**src/rtl/mem_ctrl_pkg.sv**
```systemverilog
// Shared encodings for the unified-memory access controller: FSM states,
// RISC-V load/store width codes and the reset instruction.
package mem_ctrl_pkg;

    typedef enum logic [1:0] {
        FETCH = 2'd0,
        DATA  = 2'd1,
        HALT  = 2'd2
    } state_t;

    localparam logic [2:0] F3_B  = 3'b000;  // LB / SB
    localparam logic [2:0] F3_H  = 3'b001;  // LH / SH
    localparam logic [2:0] F3_W  = 3'b010;  // LW / SW
    localparam logic [2:0] F3_BU = 3'b100;  // LBU
    localparam logic [2:0] F3_HU = 3'b101;  // LHU

    localparam logic [31:0] NOP_WORD = 32'h0000_0013;

endpackage

```
**src/rtl/mem_align_check.sv**
```systemverilog
// Flags a halfword access on an odd address or a word access not on a
// 4-byte boundary; byte accesses and unknown width codes never trap.
module mem_align_check
    import mem_ctrl_pkg::*;
(
    input  logic [2:0] fun3,
    input  logic [1:0] addr,
    output logic       misaligned
);

    always_comb begin
        misaligned = 1'b0;
        case (fun3)
            F3_H, F3_HU: misaligned = addr[0];
            F3_W:        misaligned = |addr;
            default:     misaligned = 1'b0;
        endcase
    end

endmodule

```
**src/rtl/mem_access_ctrl.sv**
```systemverilog
// Time-multiplexes the single-ported memory between instruction fetch and the
// MEM-stage load/store, alternating FETCH and DATA cycles until a halt.
module mem_access_ctrl
    import mem_ctrl_pkg::*;
#(
    parameter int          ADDR_W    = 6,
    parameter logic [31:0] NOP_INSTR = NOP_WORD
) (
    input  logic              clk,
    input  logic              rst,
    input  logic [31:0]       pc,
    input  logic              ex_mem_read,
    input  logic              ex_mem_write,
    input  logic [2:0]        ex_fun3,
    input  logic [31:0]       ex_addr,
    input  logic [31:0]       ex_wdata,
    input  logic              halt_req,
    output logic              mem_read,
    output logic              mem_write,
    output logic [2:0]        mem_fun3,
    output logic [ADDR_W-1:0] mem_addr,
    output logic [31:0]       mem_wdata,
    input  logic [31:0]       mem_rdata,
    output logic [31:0]       instr,
    output logic [31:0]       load_data,
    output logic              stage_en,
    output logic              misalign,
    output logic              halted
);

    state_t state, state_nxt;
    logic   addr_misaligned;
    logic   unused_addr_bits;

    assign unused_addr_bits = ^{pc[31:ADDR_W+2], pc[1:0], ex_addr[31:ADDR_W]};

    mem_align_check u_align (
        .fun3       (ex_fun3),
        .addr       (ex_addr[1:0]),
        .misaligned (addr_misaligned)
    );

    always_ff @(posedge clk) begin
        if (rst) state <= FETCH;
        else     state <= state_nxt;
    end

    always_comb begin
        state_nxt = state;
        mem_read  = 1'b0;
        mem_write = 1'b0;
        mem_fun3  = '0;
        mem_addr  = '0;
        mem_wdata = '0;
        stage_en  = 1'b0;
        misalign  = 1'b0;
        halted    = 1'b0;
        case (state)
            FETCH: begin
                state_nxt = DATA;
                mem_addr  = pc[ADDR_W+1:2];
            end
            DATA: begin
                state_nxt = halt_req ? HALT : FETCH;
                mem_fun3  = ex_fun3;
                mem_addr  = ex_addr[ADDR_W-1:0];
                mem_wdata = ex_wdata;
                misalign  = (ex_mem_read | ex_mem_write) & addr_misaligned;
                // A simultaneous read and write is resolved in favour of the store.
                mem_write = ex_mem_write & ~misalign;
                mem_read  = ex_mem_read & ~ex_mem_write & ~misalign;
                stage_en  = 1'b1;
            end
            HALT: begin
                halted = 1'b1;
            end
            default: state_nxt = FETCH;
        endcase
        // Reset must never let a pending store reach the memory.
        if (rst) begin
            mem_read  = 1'b0;
            mem_write = 1'b0;
            mem_fun3  = '0;
            mem_addr  = '0;
            mem_wdata = '0;
            stage_en  = 1'b0;
            misalign  = 1'b0;
            halted    = 1'b0;
        end
    end

    always_ff @(posedge clk) begin
        if (rst)                instr <= NOP_INSTR;
        else if (state == FETCH) instr <= mem_rdata;
    end

    always_ff @(posedge clk) begin
        if (rst)               load_data <= '0;
        else if (state == DATA) load_data <= mem_read ? mem_rdata : '0;
    end

endmodule

```
**config.mk**
```make
export PLATFORM = sky130hd
export DESIGN_NAME = mem_access_ctrl
export DESIGN_NICKNAME = d
export VERILOG_FILES = /design/src/rtl/mem_ctrl_pkg.sv /design/src/rtl/mem_align_check.sv /design/src/rtl/mem_access_ctrl.sv
export SDC_FILE = /design/constraint.sdc
export NUM_CORES = 1
export LEC_CHECK = 0
export CAP_MARGIN = 10
export CORE_MARGIN = 3
export CORE_UTILIZATION = 33
export DETAILED_ROUTE_END_ITERATION = 16
export GPL_TIMING_DRIVEN = 0
export PLACE_DENSITY_LB_ADDON = 0.2
export SLEW_MARGIN = 20
export SYNTH_ARGS = -nofsm -noshare
export SYNTH_HDL_FRONTEND = slang
export SYNTH_SLANG_ARGS = --single-unit
```
**constraint.sdc**
```tcl
create_clock -name clk -period 2.15 [get_ports clk]
set_clock_uncertainty 0.1 [all_clocks]
set_input_delay 0.43 -clock clk [delete_from_list [all_inputs] [get_ports clk]]
set_output_delay 0.43 -clock clk [all_outputs]
set_load 0.02 [all_outputs]
```
# After elaboration in Yosys (flattened, before gate mapping)
# Index checks and enable logic that the tools add are counted.
[word_totals]
register_bits = 66
output_inout_bits = 110
word_cells = 38
[classes]
n_eq_ne = 5
n_mux = 20
bitwise = 7
reduce_logical = 3
[op_table]
columns = ["cell", "n"]
rows = [
  ["2-to-1 mux 32 bit", 3],
  ["one-hot mux 6 bit (2 select lines)", 1],
  ["2-to-1 mux 1 bit", 10],
  ["2-to-1 mux 3 bit", 2],
  ["2-to-1 mux 6 bit", 1],
  ["one-hot mux 2 bit (3 select lines)", 1],
  ["bitwise AND 1 bit", 4],
  ["OR reduction 2 bit", 2],
  ["== test 3 x 1 -> 1 bit, second input constant", 1],
  ["== test 3 x 2 -> 1 bit, second input constant", 1],
  ["== test 3 bit, second input constant", 1],
  ["== test 2 x 1 -> 1 bit, second input constant", 1],
  ["== test 2 bit, second input constant", 1],
  ["zero test 2 bit", 1],
  ["2-to-1 mux 2 bit", 1],
  ["NOT 1 bit", 2],
  ["one-hot mux 1 bit (2 select lines)", 1],
  ["OR 1 bit", 1],
]

# Longest topological paths before layout
# Gate-level depths: netlist of run 1.
[depth]
depth_word = 9
ltp_mapped = 8

# Hierarchy
# A second synthesis of run 1 with hierarchy kept.
[hier_totals]
cells_unflattened = 282
hier_area_um2 = 2576.2
[by_module_without_submodules]
columns = ["mod", "n_inst", "cells_each", "area_each_um2", "seq_area_each_um2"]
rows = [
  ["mem_access_ctrl", 1, 278, 2541.2, 1321.3],
  ["mem_align_check", 1, 4, 35.0, 0.0],
]

# Worst setup path after synthesis of run 1
# OpenSTA, ideal clock, no wires.
[synth_path]
path_type = "in2out"
start = "in rst"
end = "out mem_read"
t_arrival_ns = 1.795
required_time_ns = 1.620
path_slack_ns = -0.175
cell_stages = 6
cell_sequence = "or2_1 -> buf_2 -> or2_1 -> buf_6 -> buf_6 -> nor3b_1"
[synth_between]
elab_chain_len = 1
[synth_rtl]
columns = ["item", "line_no", "source"]
rows = [
  ["from (decl)", "mem_access_ctrl.sv:10", "input logic rst,"],
  ["2-to-1 mux 1 bit", "mem_access_ctrl.sv:80", "if (rst) begin"],
  ["to (decl)", "mem_access_ctrl.sv:18", "output logic mem_read,"],
]
# No other way between the ends.

# Worst setup path after layout of run 1
[layout_path]
start = "reg state[1]"
end = "out mem_wdata[28]"
[layout_between]
elab_chain_len = 3
[layout_rtl]
columns = ["item", "line_no", "source"]
rows = [
  ["from (decl)", "mem_access_ctrl.sv:31", "state_t state, state_nxt;"],
  ["from (signal assigned)", "mem_access_ctrl.sv:45", "else state <= state_nxt;"],
  ["== test 2 x 1 -> 1 bit", "mem_access_ctrl.sv:58", "case (state)"],
  ["2-to-1 mux 32 bit", "mem_access_ctrl.sv:58", ""],
  ["2-to-1 mux 32 bit", "mem_access_ctrl.sv:80", ""],
  ["to (decl)", "mem_access_ctrl.sv:22", "output logic [31:0] mem_wdata,"],
]
# No other way between the ends.

==> results of run 1 <==
## cells in the mapped netlist
cell and count:
mux2i_1 6, o41ai_2 1, buf_2 5, clkinv_1 1, o211ai_1 32, nor2b_1 1, dfxtp_1 66, o31ai_1 5
nor3b_1 1, nor2_1 10, or2_1 2, and3_1 1, a21o_1 1, o31ai_2 27, clkinv_2 1, inv_1 2
or2_2 1, buf_4 1, nand3b_1 1, o211a_1 1, nor3_1 1, inv_2 1, clkbuf_2 2, nand2_1 96
clkbuf_1 23, buf_6 5, nand3_1 3, a21oi_1 29, and2_1 34
## worst max-delay path, cell delays in order (launching register included)
cell	delay [ns]
dfxtp_4	0.34
or2_4	0.25
or2_1	0.22
buf_6	0.14
clkinv_8	0.08
clkbuf_16	0.14
and2_4	0.14
buf_6	0.11
## layout by cell type (no fill, tap or decap), types with 12 or more instances in the layout
master / netlist / final
clkdlybuf4s50_1: 0 / 144
clkbuf_8: 0 / 12
o211ai_1: 32 / 32
buf_6: 5 / 44
buf_4: 1 / 12
a21oi_1: 29 / 29
dfxtp_1: 66 / 65
and2_4: 0 / 29
o31ai_2: 27 / 27
clkbuf_1: 23 / 21
nand2_1: 96 / 96
## power groups by stage
stage,clock network (uW),registers (uW),logic (uW)
floorplan,0,1440,353
global placement,0,1350,905
detailed placement,0,1360,915
CTS,1240,1330,981
global route,1300,1340,1070
finish,1220,1330,997
## layer usage
metal | GRT usage, % | wire length [um] | share of wire (%)
met3 | 9.83 | 1210 | 10
met2 | 40.5 | 6090 | 50
met4 | 4.64 | 149 | 1.2
met1 | 24.2 | 4580 | 38
met5 | 0 | 68 | 0.56
## state kept, by name (all words and copies together), names as in the netlist
register	flops
load_data	32
state	2
instr	32
## path summary, 6_finish.rpt
| check | to | slack [ns] | depth (start not counted) |
|---|---|---|---|
| worst max-delay path | mem_wdata[28] | -0.14 | 7 |
| worst min-delay path | instr[12] | 0.36 | 2 |
| worst max register to register | instr[30] | 0.32 | 6 |
| worst min register to register | instr[12] | 0.36 | 2 |
## through the flow
stage | setup WS [ns] | cell area, um^2 | setup TNS [ns]
6_report | -0.137 | 5690 | -4.04
3_5_place_dp | -1.25 | 5150 | -52.02
4_1_cts | -0.179 | 5620 | -5.84
2_1_floorplan | 0.0120 | 3080 | 0
3_3_place_gp | -1.23 | 5150 | -51.77
5_1_grt | -0.199 | 5690 | -6.37
## final cells by class
class                           instances  area [um^2]
Timing Repair Buffer                  207         2100
Clock inverter                          6         93.8
Sequential cell                        66         1330
Clock buffer                           10          138
Inverter                                5         32.5
Multi-Input combinational cell        253         1640
Fill cell                             768         3160
Buffer                                 34          230
Tap cell                              108          135
## kinds of logic after synthesis
logic type,after synthesis
buffers and inverters,41
AOI/OAI and AO/OA,96
DFF,66
and+or+nand+nor,151
muxes,6
## what timing repair did
| item | CTS | global route |
|---|---|---|
| pin swaps | 26 | 6 |
| setup endpoints to repair | 46 | 39 |
| setup buffers | 8 | 3 |
| gates resized for setup | 303 | 14 |
| cloned | 2 | 1 |
==> impl_results.md, run 1 <==
- Yosys warnings: 0
- Setup CP Type: register to output pin
- Clock insertion delay at the later pin of the skew report: between 0.3 and 0.4 ns
- Average size of a mapped cell: about 8.5 um^2
- Flops & latches, synth: 66
- Final core occ: between 60% and 70%
- Total track usage: 22.4%
- P_sw: around 1100 uW
- Remaining antenna violation count after routing: 0
- Final WL: about 12000 um
- Power per cell area: ~620 nW/um^2
- HP Class: register to register
- Horiz. Die Dim: 102 um
- Mapped Area: 3060 um^2
- Vias per cell: 4.93
- Core region area: ~9000 um^2
- Top cell type's share of synthesized area: a little over two fifths
- Num CTS Buffers: 9
- Hold Violations, Final: 0
- Simple-gate share of the synthesized area: around 22%
- Seq/Total Area, Yosys: about 43%
- Crit path time final: ~2.3 ns
- Gate power share: 28.1%
- Via count: roughly 3400
- Initial antenna violation count: 4
- Max FO, Critical Path: 8
- Clock transition at path regs: roughly 0.080 ns
- Area Overhead vs Synth: 86.1%
- Slew Limit Fails: 0
- Vias in the first global route: approximately 3400
- Hpwl dp: 9130 um
- Multiplexer area fraction after synthesis: 1.96%
- DR DRC count: 0
- CTS Hold Bufs: 0
- 1st-pass router iterations: 4
- Per-cell routed wire length: ~18 um
- CP endpoint kind: output pin
- Non-filler cells, final: roughly 700
- CTS tree: done
- Largest net degree at the start of global routing: 14
- CTS max path bufs: 2
- Cell count after placement: ~660
- Die area: 10500 um^2
- Fraction of layout cells with a size suffix above 1: around a quarter
- Failing checks: setup timing
- Final number of setup-violating endpoints: 38
- Flop pwr share: a little under two fifths
- Number of max-cap violations: 0
- Post-synth top area cell: dfxtp_1
- Post-Synth Adder-Cell Area: 0%
- CTS H-tree depth: 3
- Maximum vdd drop: ~340 uV
- Cell variety after synth: 29
- Min-delay src: instr[12]
- Final GP Congestion: about 0.81
- Status: finished, violations left
- # IOs: approximately 250
- CP Launch Point: state[1]
- Tightest Pin Transition: between 0.5 and 0.6 ns
- N_diodes: 0
- Clk sinks: 66
- Synth top area cells: dfxtp_1, nand2_1, o31ai_2
- Achievable frequency: ~440 MHz
- Post-synthesis compound-gate area fraction: ~26%
- Worst r2r src: state[1]
- PortBufs: 193
- Setup ws final: -0.137 ns
- Rel. slew slack: a little under two thirds
- DRT iter0 DRCs: around 130
- First-pass GRT wire length: roughly 18000 um
- Post-Synth XOR/XNOR Area: 0%
- Mapped Nets: about 500
- Fin crit share: 106%
- P_leak: approximately 0.0023 uW
- Initial Utilization: between 30% and 40%
- Critical Path AT: between 1.5 and 2 ns
- Total power: 3540 uW
- Num rows: 34
- Min Hold Slack: between 0.3 and 0.4 ns
- Cells after Synth: 360
- Total gr overflow: 0
- Startpoint class of the critical path: register
- Die extent in y: 102 um
- Fin nets: slightly above 700
- RSZ-0062 raised after global routing: true
- Pint: 2480 uW
- Root buf cell: clkbuf_8
- Sw Share: between 30% and 40%
- Largest family of logic cells by synthesized area: compound AO/OA/AOI/OAI gates
- Clock power frac: between 30 and 40%
- Crit path required time: approximately 1.6 ns
Power figures use the tool's default switching activity.
==> run 2: changes to the inputs <==
CORE_MARGIN = 2   (was 3)
==> run 2 against run 1 <==
The flow still finishes with violations (setup timing); first-iteration DRC count is 29% lower; setup slack worse by 0.0053 ns; sequential share of layout area is 0.23 points lower; non-clock buffer count is 1 higher; combinational power hardly changed; power is 3.7% lower; via count is 1.1% lower; critical path type unchanged; highest routed layer is now met4; core utilization is 1.2 points lower; critical path depth stayed put; die area is 3.9% lower; final area is 0.99% higher.
==> impl_results.md, run 2 (synthesis results as in run 1) <==
- Status: finished, violations left
- Failing checks: setup timing
- Critical path cell sequence: or2_4, or2_1, buf_6, clkinv_8, clkbuf_16, and2_4, buf_6
- Worst slack at placement: -1.27 ns
- Setup CP Type: register to output pin
- Critical-path top delay cell: dfxtp_4
- Vias in the first global route: 3290
- Num rows: 35
- Largest net degree at the start of global routing: 13
- CTS max path bufs: 2
- Slew Limit Fails: 0
- Cell count after placement: 664
- DRT iter0 DRCs: 95
- CP endpoint kind: output pin
- Crit path required time: roughly 1.6 ns
- Non-filler cells, final: 694
- Clock transition at path regs: ~0.07 ns
- Number of max-cap violations: 0
- Commonest non-fill, non-tap cell in the layout: clkdlybuf4s50_1
- DR DRC count: 0
- Commonest non-fill, non-tap cells in the layout: clkdlybuf4s50_1, nand2_1, dfxtp_1, buf_6
- First-pass GRT wire length: between 15000 and 20000 um
- Final number of setup-violating endpoints: 39
- CP Launch Point: state[1]
- 1st-pass router iterations: 4
- Core region area: slightly above 9000 um^2
- Clock insertion delay at the later pin of the skew report: 0.32 ns
- # IOs: ~250
- CTS tree: done
- Power per cell area: a little under 600 nW/um^2
- RSZ-0062 raised after global routing: true
- Tightest Pin Transition: roughly 0.5 ns
- Area taken by multi-input logic gates: approximately 1700 um^2
- Clk sinks: 66
- Min Hold Slack: approximately 0.35 ns
- Initial antenna violation count: 0
- Worst r2r src: state[0]
- Fraction of layout cells with a size suffix above 1: ~27%
- Total track usage: about 22%
- Fin nets: slightly above 700
- Rel. slew slack: around 66%
- Root buf cell: clkbuf_8
- Hpwl dp: ~8600 um
- Remaining antenna violation count after routing: 0
- CTS Hold Bufs: 0
- Area Overhead vs Synth: 87.9%
- Max FO, Critical Path: 8
- CTS H-tree depth: 3
- R2r worst-path depth: 6
- Final core occ: around 63%
- Num CTS Buffers: 9
- N_diodes: 0
- Final GP Congestion: between 0.7 and 0.8
- Die extent in y: 100 um
- PortBufs: just under 200
- Register Area: about 1300 um^2
- Setup ws final: -0.143 ns
- Initial Utilization: 33.6%
- Achievable frequency: ~440 MHz
- Total gr overflow: 0
- R2R Setup Slk: a little over 0.3 ns
- Hold Violations, Final: 0
- HP Class: register to register
- Most frequent CP cell: buf_6
- Horiz. Die Dim: roughly 100 um
- Largest regs: instr (32), load_data (32), state (2)
- Crit path time final: 2.29 ns
- Die area: between 10000 and 15000 um^2
- CP Capture Point: mem_wdata[9]
- Via count: 3359
- Final WL: between 10000 and 15000 um
- Min-delay src: instr[31]
- Fin crit share: 107%
- Maximum vdd drop: between 400 and 500 uV
- Startpoint class of the critical path: register
- Critical Path AT: 1.76 ns
- Max incr delay on CP: 0.35 ns
- Capturing point of the worst reg2reg path: instr[30]
- P_leak: between 0.002 and 0.0025 uW
- Vias per cell: a little under 5
- Fill count: around 820
- Per-cell routed wire length: ~17 um
run 2: report_power, final:
group          total [uW]  switching [uW]  leakage [uW]  internal [uW]
clock                1070             503      0.000103            570
combinational        1010             514       0.00167            499
sequential           1330            34.7      0.000541           1290
run 2: metal layers:
layer | vias to the layer above | share of wire, % | track usage (%)
met4 | 0 | 0.42 | 4.43
met3 | 4 | 7.6 | 6.82
met1 | 1560 | 39 | 24.5
met5 | - | 0 | 0
met2 | 129 | 53 | 41.7
li1 | 1666 | - | -
run 2: worst max-delay path: cells and delay by family, from the launching register on:
family	cells	cell delay [ns]
buffers and inverters	4	0.48
flip-flops	1	0.35
AND/OR/NAND/NOR	3	0.60
run 2: repair_timing:
action	4_1_cts	5_1_grt
endpoints found under the setup margin	46	39
gates cloned	2	2
endpoints found under the hold margin	0	0
pin swaps	17	17
gates resized for setup	300	21
buffers inserted	8	4
run 2: area by class of cell:
cell class                 count  area share, %
clock inverter                 6           1.13
inverter                       5          0.566
buffer                        34           4.40
clock buffer                  10           2.39
timing repair buffer         208           37.0
sequential                    66           23.1
tap                          111           2.42
multi-input combinational    253           28.8
timing repair inverter         1          0.283
run 2: worst min-delay path by stage:
stage                     cells past startpoint        end  slack, ns
after floorplan                               2   instr[2]       0.43
after global placement                        2  instr[24]       0.34
after detailed placement                      2  instr[31]       0.35
after CTS                                     2  instr[31]       0.36
after global routing                          2  instr[23]       0.38
final                                         2  instr[31]       0.35
run 2: through the flow:
step                setup TNS, ns  total power, uW  area, um^2
detailed placement         -54.74             2270        5150
global placement           -52.50             2260        5150
CTS                         -6.35             3400        5630
finish                      -4.26             3410        5750
floorplan                       0             1790        3080
global route                -7.10             3570        5750
==> run 3: changes to the inputs <==
CELL_PAD_IN_SITES_DETAIL_PLACEMENT = 0   (was default)
CELL_PAD_IN_SITES_GLOBAL_PLACEMENT = 1   (was default)
CORE_UTILIZATION = 22   (was 33)
MAX_ROUTING_LAYER = met4   (was default)
==> run 3 against run 2 <==
The flow still finishes with violations (setup timing); hold slack gained 0.0020 ns; fmax is essentially flat; register-to-register slack lost 0.02 ns; first-iteration DRC count shrank 1.1%; global-route usage shrank 5.1 points; count of clock-buffer cells in the layout is the same; flip-flop and latch count is the same; sequential share of layout area shrank 0.76 points; final cell count grew 10%; clock power grew 51%; critical path type is now primary input to output pin; critical endpoint is now mem_read; highest routed layer unchanged.
==> impl_results.md, run 3 (synthesis results as in run 1) <==
- Largest regs: instr (32), load_data (32), state (2)
- Critical Path AT: between 1.5 and 2 ns
- DR DRC count: 0
- HP Class: register to register
- Crit path time final: between 2 and 2.5 ns
- Fin crit share: 107%
- Max FO, Critical Path: 3
- Commonest non-fill, non-tap cell in the layout: clkdlybuf4s50_1
- Final WL: between 10000 and 15000 um
- Largest net degree at the start of global routing: 13
- Worst slack at placement: -1.30 ns
- Crit path required time: between 1.5 and 2 ns
- Worst r2r src: state[0]
- R2R Setup Slk: 0.29 ns
- CP endpoint kind: output pin
- CTS tree: done
- CP Capture Point: mem_read
- Status: finished, violations left
- Failing checks: setup timing
- Slew Limit Fails: 0
- CTS H-tree depth: 3
- Flop pwr share: 33.6%
- Horiz. Die Dim: 122 um
- Fraction of layout cells with a size suffix above 1: between 20% and 30%
- Clock transition at path regs: ~0.06 ns
- Die extent in y: ~120 um
- Maximum vdd drop: a little under 400 uV
- Die area: 14900 um^2
- Core region area: approximately 14000 um^2
- Remaining antenna violation count after routing: 0
- # IOs: 246
- First-pass GRT wire length: roughly 19000 um
- PortBufs: slightly below 200
- Num rows: 43
- Final number of setup-violating endpoints: 34
- Per-cell routed wire length: about 17 um
- CP Launch Point: ex_fun3[0]
- Gate power share: 25.6%
- Initial antenna violation count: 1
- Vias in the first global route: approximately 3400
- R2r worst-path depth: 7
- Vias per cell: ~4.4
- Clock power frac: about two fifths
- Hold Violations, Final: 0
- Final GP Congestion: 0.752
- Fin nets: 715
- Area Overhead vs Synth: 94.0%
- Clk sinks: 66
- Setup CP Type: primary input to output pin
- P_leak: between 0.002 and 0.0025 uW
- Grt met3 use: ~5.1%
- Commonest non-fill, non-tap cells in the layout: clkdlybuf4s50_1, nand2_1, dfxtp_1, buf_6, and2_4
- Total track usage: ~17%
- Power per cell area: 669 nW/um^2
- 1st-pass router iterations: 4
- Clock insertion delay at the later pin of the skew report: ~0.33 ns
- Number of max-cap violations: 0
- Num CTS Buffers: 9
- RSZ-0062 raised after global routing: true
- P_sw: ~1100 uW
- M2 GR Usage: a little under a third
- Setup ws final: -0.143 ns
- CTS max path bufs: 2
- Achievable frequency: 436 MHz
- Sw Share: between 20 and 30%
- Busiest layer in global routing: met2
- Total gr overflow: 0
- CTS Hold Bufs: 0
- Initial Utilization: between 20 and 25%
- Tightest Pin Transition: 0.616 ns
- Non-Filler Cell Area, Final: 5930 um^2
- Dpl cell area: around 5200 um^2
- Via count: about 3400
- Capturing point of the worst reg2reg path: instr[29]
- Pint: ~2800 uW
- Min Hold Slack: ~0.36 ns
- Root buf cell: clkbuf_16
- Hpwl dp: between 9000 and 10000 um
- M1 GR Usage: about 18%
- Rel. slew slack: between 50% and 60%
- Startpoint class of the critical path: primary input
- DRT iter0 DRCs: 94
run 3: cell count changes in the layout (fill, tap and decap cells not counted), moves of 2 or more:
cell	delta
clkinvlp_4	+2
clkbuf_16	+7
clkbuf_8	-6
buf_4	+2
and2_4	+2
and2_1	-2
nor2_1	+2
clkinv_2	-2
run 3: power groups by stage:
stage,Sequential (uW),Clock [uW],Combinational (uW)
after global placement,1360,0,925
final,1330,1620,1020
after detailed placement,1360,0,928
after CTS,1330,1650,996
after global routing,1340,1720,1090
after floorplan,1440,0,353
run 3: critical path, stage by stage:
cell	delay (ns)
clkdlybuf4s50_1	0.49
nand3b_1	0.17
o41ai_4	0.11
buf_6	0.15
buf_12	0.12
nor3b_4	0.17
buf_6	0.14
run 3: per-stage QoR:
| stage | TNS [ns] | instances | utilization (%) | power (uW) |
|---|---|---|---|---|
| after floorplan | 0 | 360 | - | 1790 |
| after global placement | -54.93 | 733 | 38.2 | 2280 |
| after detailed placement | -57.24 | 733 | 38.2 | 2290 |
| after CTS | -6.80 | 758 | 42.4 | 3980 |
| after global routing | -5.59 | 765 | 43.2 | 4150 |
| final | -2.99 | 765 | 43.2 | 3970 |
run 3: layer usage:
metal | up-vias | wire, um
li1 | 1673 | -
met1 | 1572 | 5090
met2 | 124 | 6500
met3 | 11 | 1080
met4 | 0 | 128
met5 | - | 0
run 3: worst min-delay path by stage:
stage	start	to	slack, ns	cells past startpoint
finish	instr[14]	instr[14]	0.36	2
global route	instr[13]	instr[13]	0.38	2
CTS	instr[14]	instr[14]	0.35	2
detailed placement	instr[14]	instr[14]	0.35	2
global placement	instr[29]	instr[29]	0.34	2
floorplan	instr[2]	instr[2]	0.43	2
run 3: cell type report:
type | count | area [um^2]
Multi-Input combinational cell | 253 | 1650
Antenna cell | 1 | 2.50
Sequential cell | 66 | 1320
Tap cell | 180 | 225
Clock buffer | 10 | 239
Timing Repair Buffer | 209 | 2130
Clock inverter | 6 | 88.8
Timing Repair inverter | 1 | 8.76
Buffer | 34 | 230
Fill cell | 1382 | 7790
Inverter | 5 | 35.0
run 3: repair_timing:
item / 4_1_cts / 5_1_grt
pin swaps: 26 / 12
gates resized for setup: 291 / 22
setup buffers: 7 / 6
setup endpoints to repair: 46 / 44
gates cloned: 3 / 1
==> variant (settings of run 3) <==
The parameter `ADDR_W` goes from 6 to 8.
--- a/src/rtl/mem_access_ctrl.sv
+++ b/src/rtl/mem_access_ctrl.sv
@@ -3,7 +3,7 @@
 module mem_access_ctrl
     import mem_ctrl_pkg::*;
 #(
-    parameter int          ADDR_W    = 6,
+    parameter int          ADDR_W    = 8,
     parameter logic [31:0] NOP_INSTR = NOP_WORD
 ) (
     input  logic              clk,
Ports: changed (resized mem_addr); port bits go from 246 to 248. The function was not compared with the original's and may differ.
==> variant against run 3 <==
Sequential cell count stayed put. Worst setup slack better by 0.19 ns. Critical path depth is 2 lower. Final area is 14% lower. Sequential share of layout area is 3.6 points higher. Critical path type unchanged. Highest routed layer unchanged. Via count is 15% lower. Critical endpoint unchanged. Routed wire length is 20% lower. Area after synthesis is 13% lower. Power is 4.6% lower.
==> variant: results (changes against run 3) <==
Routing
  • Via count: 2,868 (was 3,380)
  • Drt initial violations: 84 (was 94)
  • Routed len/inst: 15.7 µm (was 16.7 µm)

CTS
  • Worst-Skew Late Latency: 0.32 ns
  • Clock Path Buffers: 2 (unchanged)
  • Total CTS buffers: 9 (unchanged)
  • CTS Root Cell: clkbuf_16 (unchanged)
  • Clk slew on worst S/H paths: 0.06 ns (about the same)
  • H-Tree Level Count: 3 (unchanged)

Setup path
  • Crit-path max cell delay: 0.49 ns (about the same)
  • Worst r2r dst: load_data[14] (was instr[29])
  • Critical path startpoint: ex_mem_read (was ex_fun3[0])
  • Reg2reg start: state[0] (unchanged)
  • Flop-to-flop setup slack: 0.36 ns (was 0.29 ns)
  • FF-to-FF path depth: 4 (was 7)
  • Crit-path max FO: 2 (was 3)

Placed design
  • Dpl ws: -0.927 ns (was -1.30 ns)
  • Input/output buffers: 198 (was 193)
  • GP Congestion: 0.787 (was 0.752)
  • HPWL reported at the end of detailed placement: 7730 µm (was 9280 µm)

GRT
  • Largest net degree at the start of global routing: 13 (unchanged)
  • Antenna violations before repair: 0 (was 1)
  • GRT Overall Usage: 16.2% (was 17.1%)
  • First-pass GRT wire length: 15,800 µm (was 18,600 µm)
  • Number of global-route vias before repair: 2,817 (was 3,410)
  • GR Layer Usage met1: 20.3% (was 17.9%)
  • Met2 GRT Util: 25.9% (was 31.0%)
  • GRT met3 Usage: 4.09% (was 5.10%)

Synth
  • Post-synth cell types: 21 (was 29)
  • Synth cell count leaders: 66 x dfxtp_1, 64 x nand2_1, 34 x and3_1, 30 x a21oi_1, 25 x a22o_1 (was 96 x nand2_1, 66 x dfxtp_1, 34 x and2_1, 32 x o211ai_1, 29 x a21oi_1)
  • Post-synth top area share: 49.9% (was 43.2%)
  • Seq/Total Area, Yosys: 49.9% (was 43.2%)
  • Top cells by area, synth: dfxtp_1 50%, nand2_1 9.1%, a22o_1 8.3%, and3_1 8.0%, a21oi_1 5.7% (was dfxtp_1 43%, nand2_1 12%, o31ai_2 11%, o211ai_1 7.9%, and2_1 7.0%)
  • Post-Syn Nets: 427 (was 496)

Hold path
  • Hold Path Class: input port to flop (was flop to flop)
  • Hold Path End: instr[1] (was instr[14])
  • HP Start: rst (was instr[14])

Timing
  • Worst rel slew slack: 62.1% (was 58.9%)
  • Final setup margin: 0.0460 ns (was -0.143 ns)

Cells and area
  • Nets: 638 (was 715)
  • ANT cells: 0 (was 1)
  • Share of cells above drive strength 1: 15.4% (was 27.1%)
  • Top Registers: instr (32), load_data (32), state (2) (unchanged)

Power
  • Max IR drop VDD: 479 µV (was 387 µV)
  • Leakage: 2.25 nW (was 2.37 nW)

Run status
  • Outcome: finished clean (was complete, but fails checks)
## variant: changes by cell type in the layout (fill, tap and decap cells not counted), sizes merged, moves of 31 or more
cell and delta:
buf -47, o211ai -32, o31ai -32, nand2 -31, and3 +33, a22o +32
and2 -34
## variant: through the flow
stage	util, %	area (µm²)	instances	setup TNS (ns)	hold slack [ns]
after floorplan	-	2650	291	0	0.433
after global placement	40.6	4810	636	-11.75	0.342
after detailed placement	40.6	4810	636	-12.64	0.346
after CTS	43.5	5160	653	0	0.283
after global routing	43.2	5120	654	0	0.290
final	43.2	5120	654	0	0.281
## variant: layout make-up
cell class	instances	area, µm²
flip-flops and latches	66	1320
plain buffers	25	163
repair buffers	201	1930
inverters	5	18.8
well taps	147	184
clock buffers	11	243
fillers	1199	6740
multi-input cells	194	1170
clock inverters	5	85.1
## variant: metal layers
layer | vias up | part of all wire, % | wire [µm]
met4 | 0 | 1.1 | 112
met2 | 127 | 48 | 4900
li1 | 1436 | - | -
met5 | - | 0 | 0
met3 | 10 | 7.2 | 737
met1 | 1295 | 44 | 4490
## variant: logic make-up (layout without fill, tap and decap cells)
kind of cell / after synthesis / count (layout) / share of synthesized area, %
AND/OR/NAND/NOR: 121 / 121 / 22.8
AO/OA/AOI/OAI: 65 / 65 / 18.3
flip-flops: 66 / 66 / 49.9
multiplexers: 8 / 8 / 3.03
buffers and inverters: 31 / 247 / 5.96
## variant: power breakdown
part	switching (mW)	total (mW)	leakage, nW	internal, mW
clock network	0.555	1.61	0.157	1.06
registers	0.0402	1.34	0.541	1.30
logic	0.429	0.840	1.55	0.411
## variant: repair_timing
action                                  4_1_cts  5_1_grt
resized for setup                           112       27
gates cloned                                  0        0
pin swaps                                     4        2
setup buffers                                 2        1
endpoints found under the setup margin       48       37
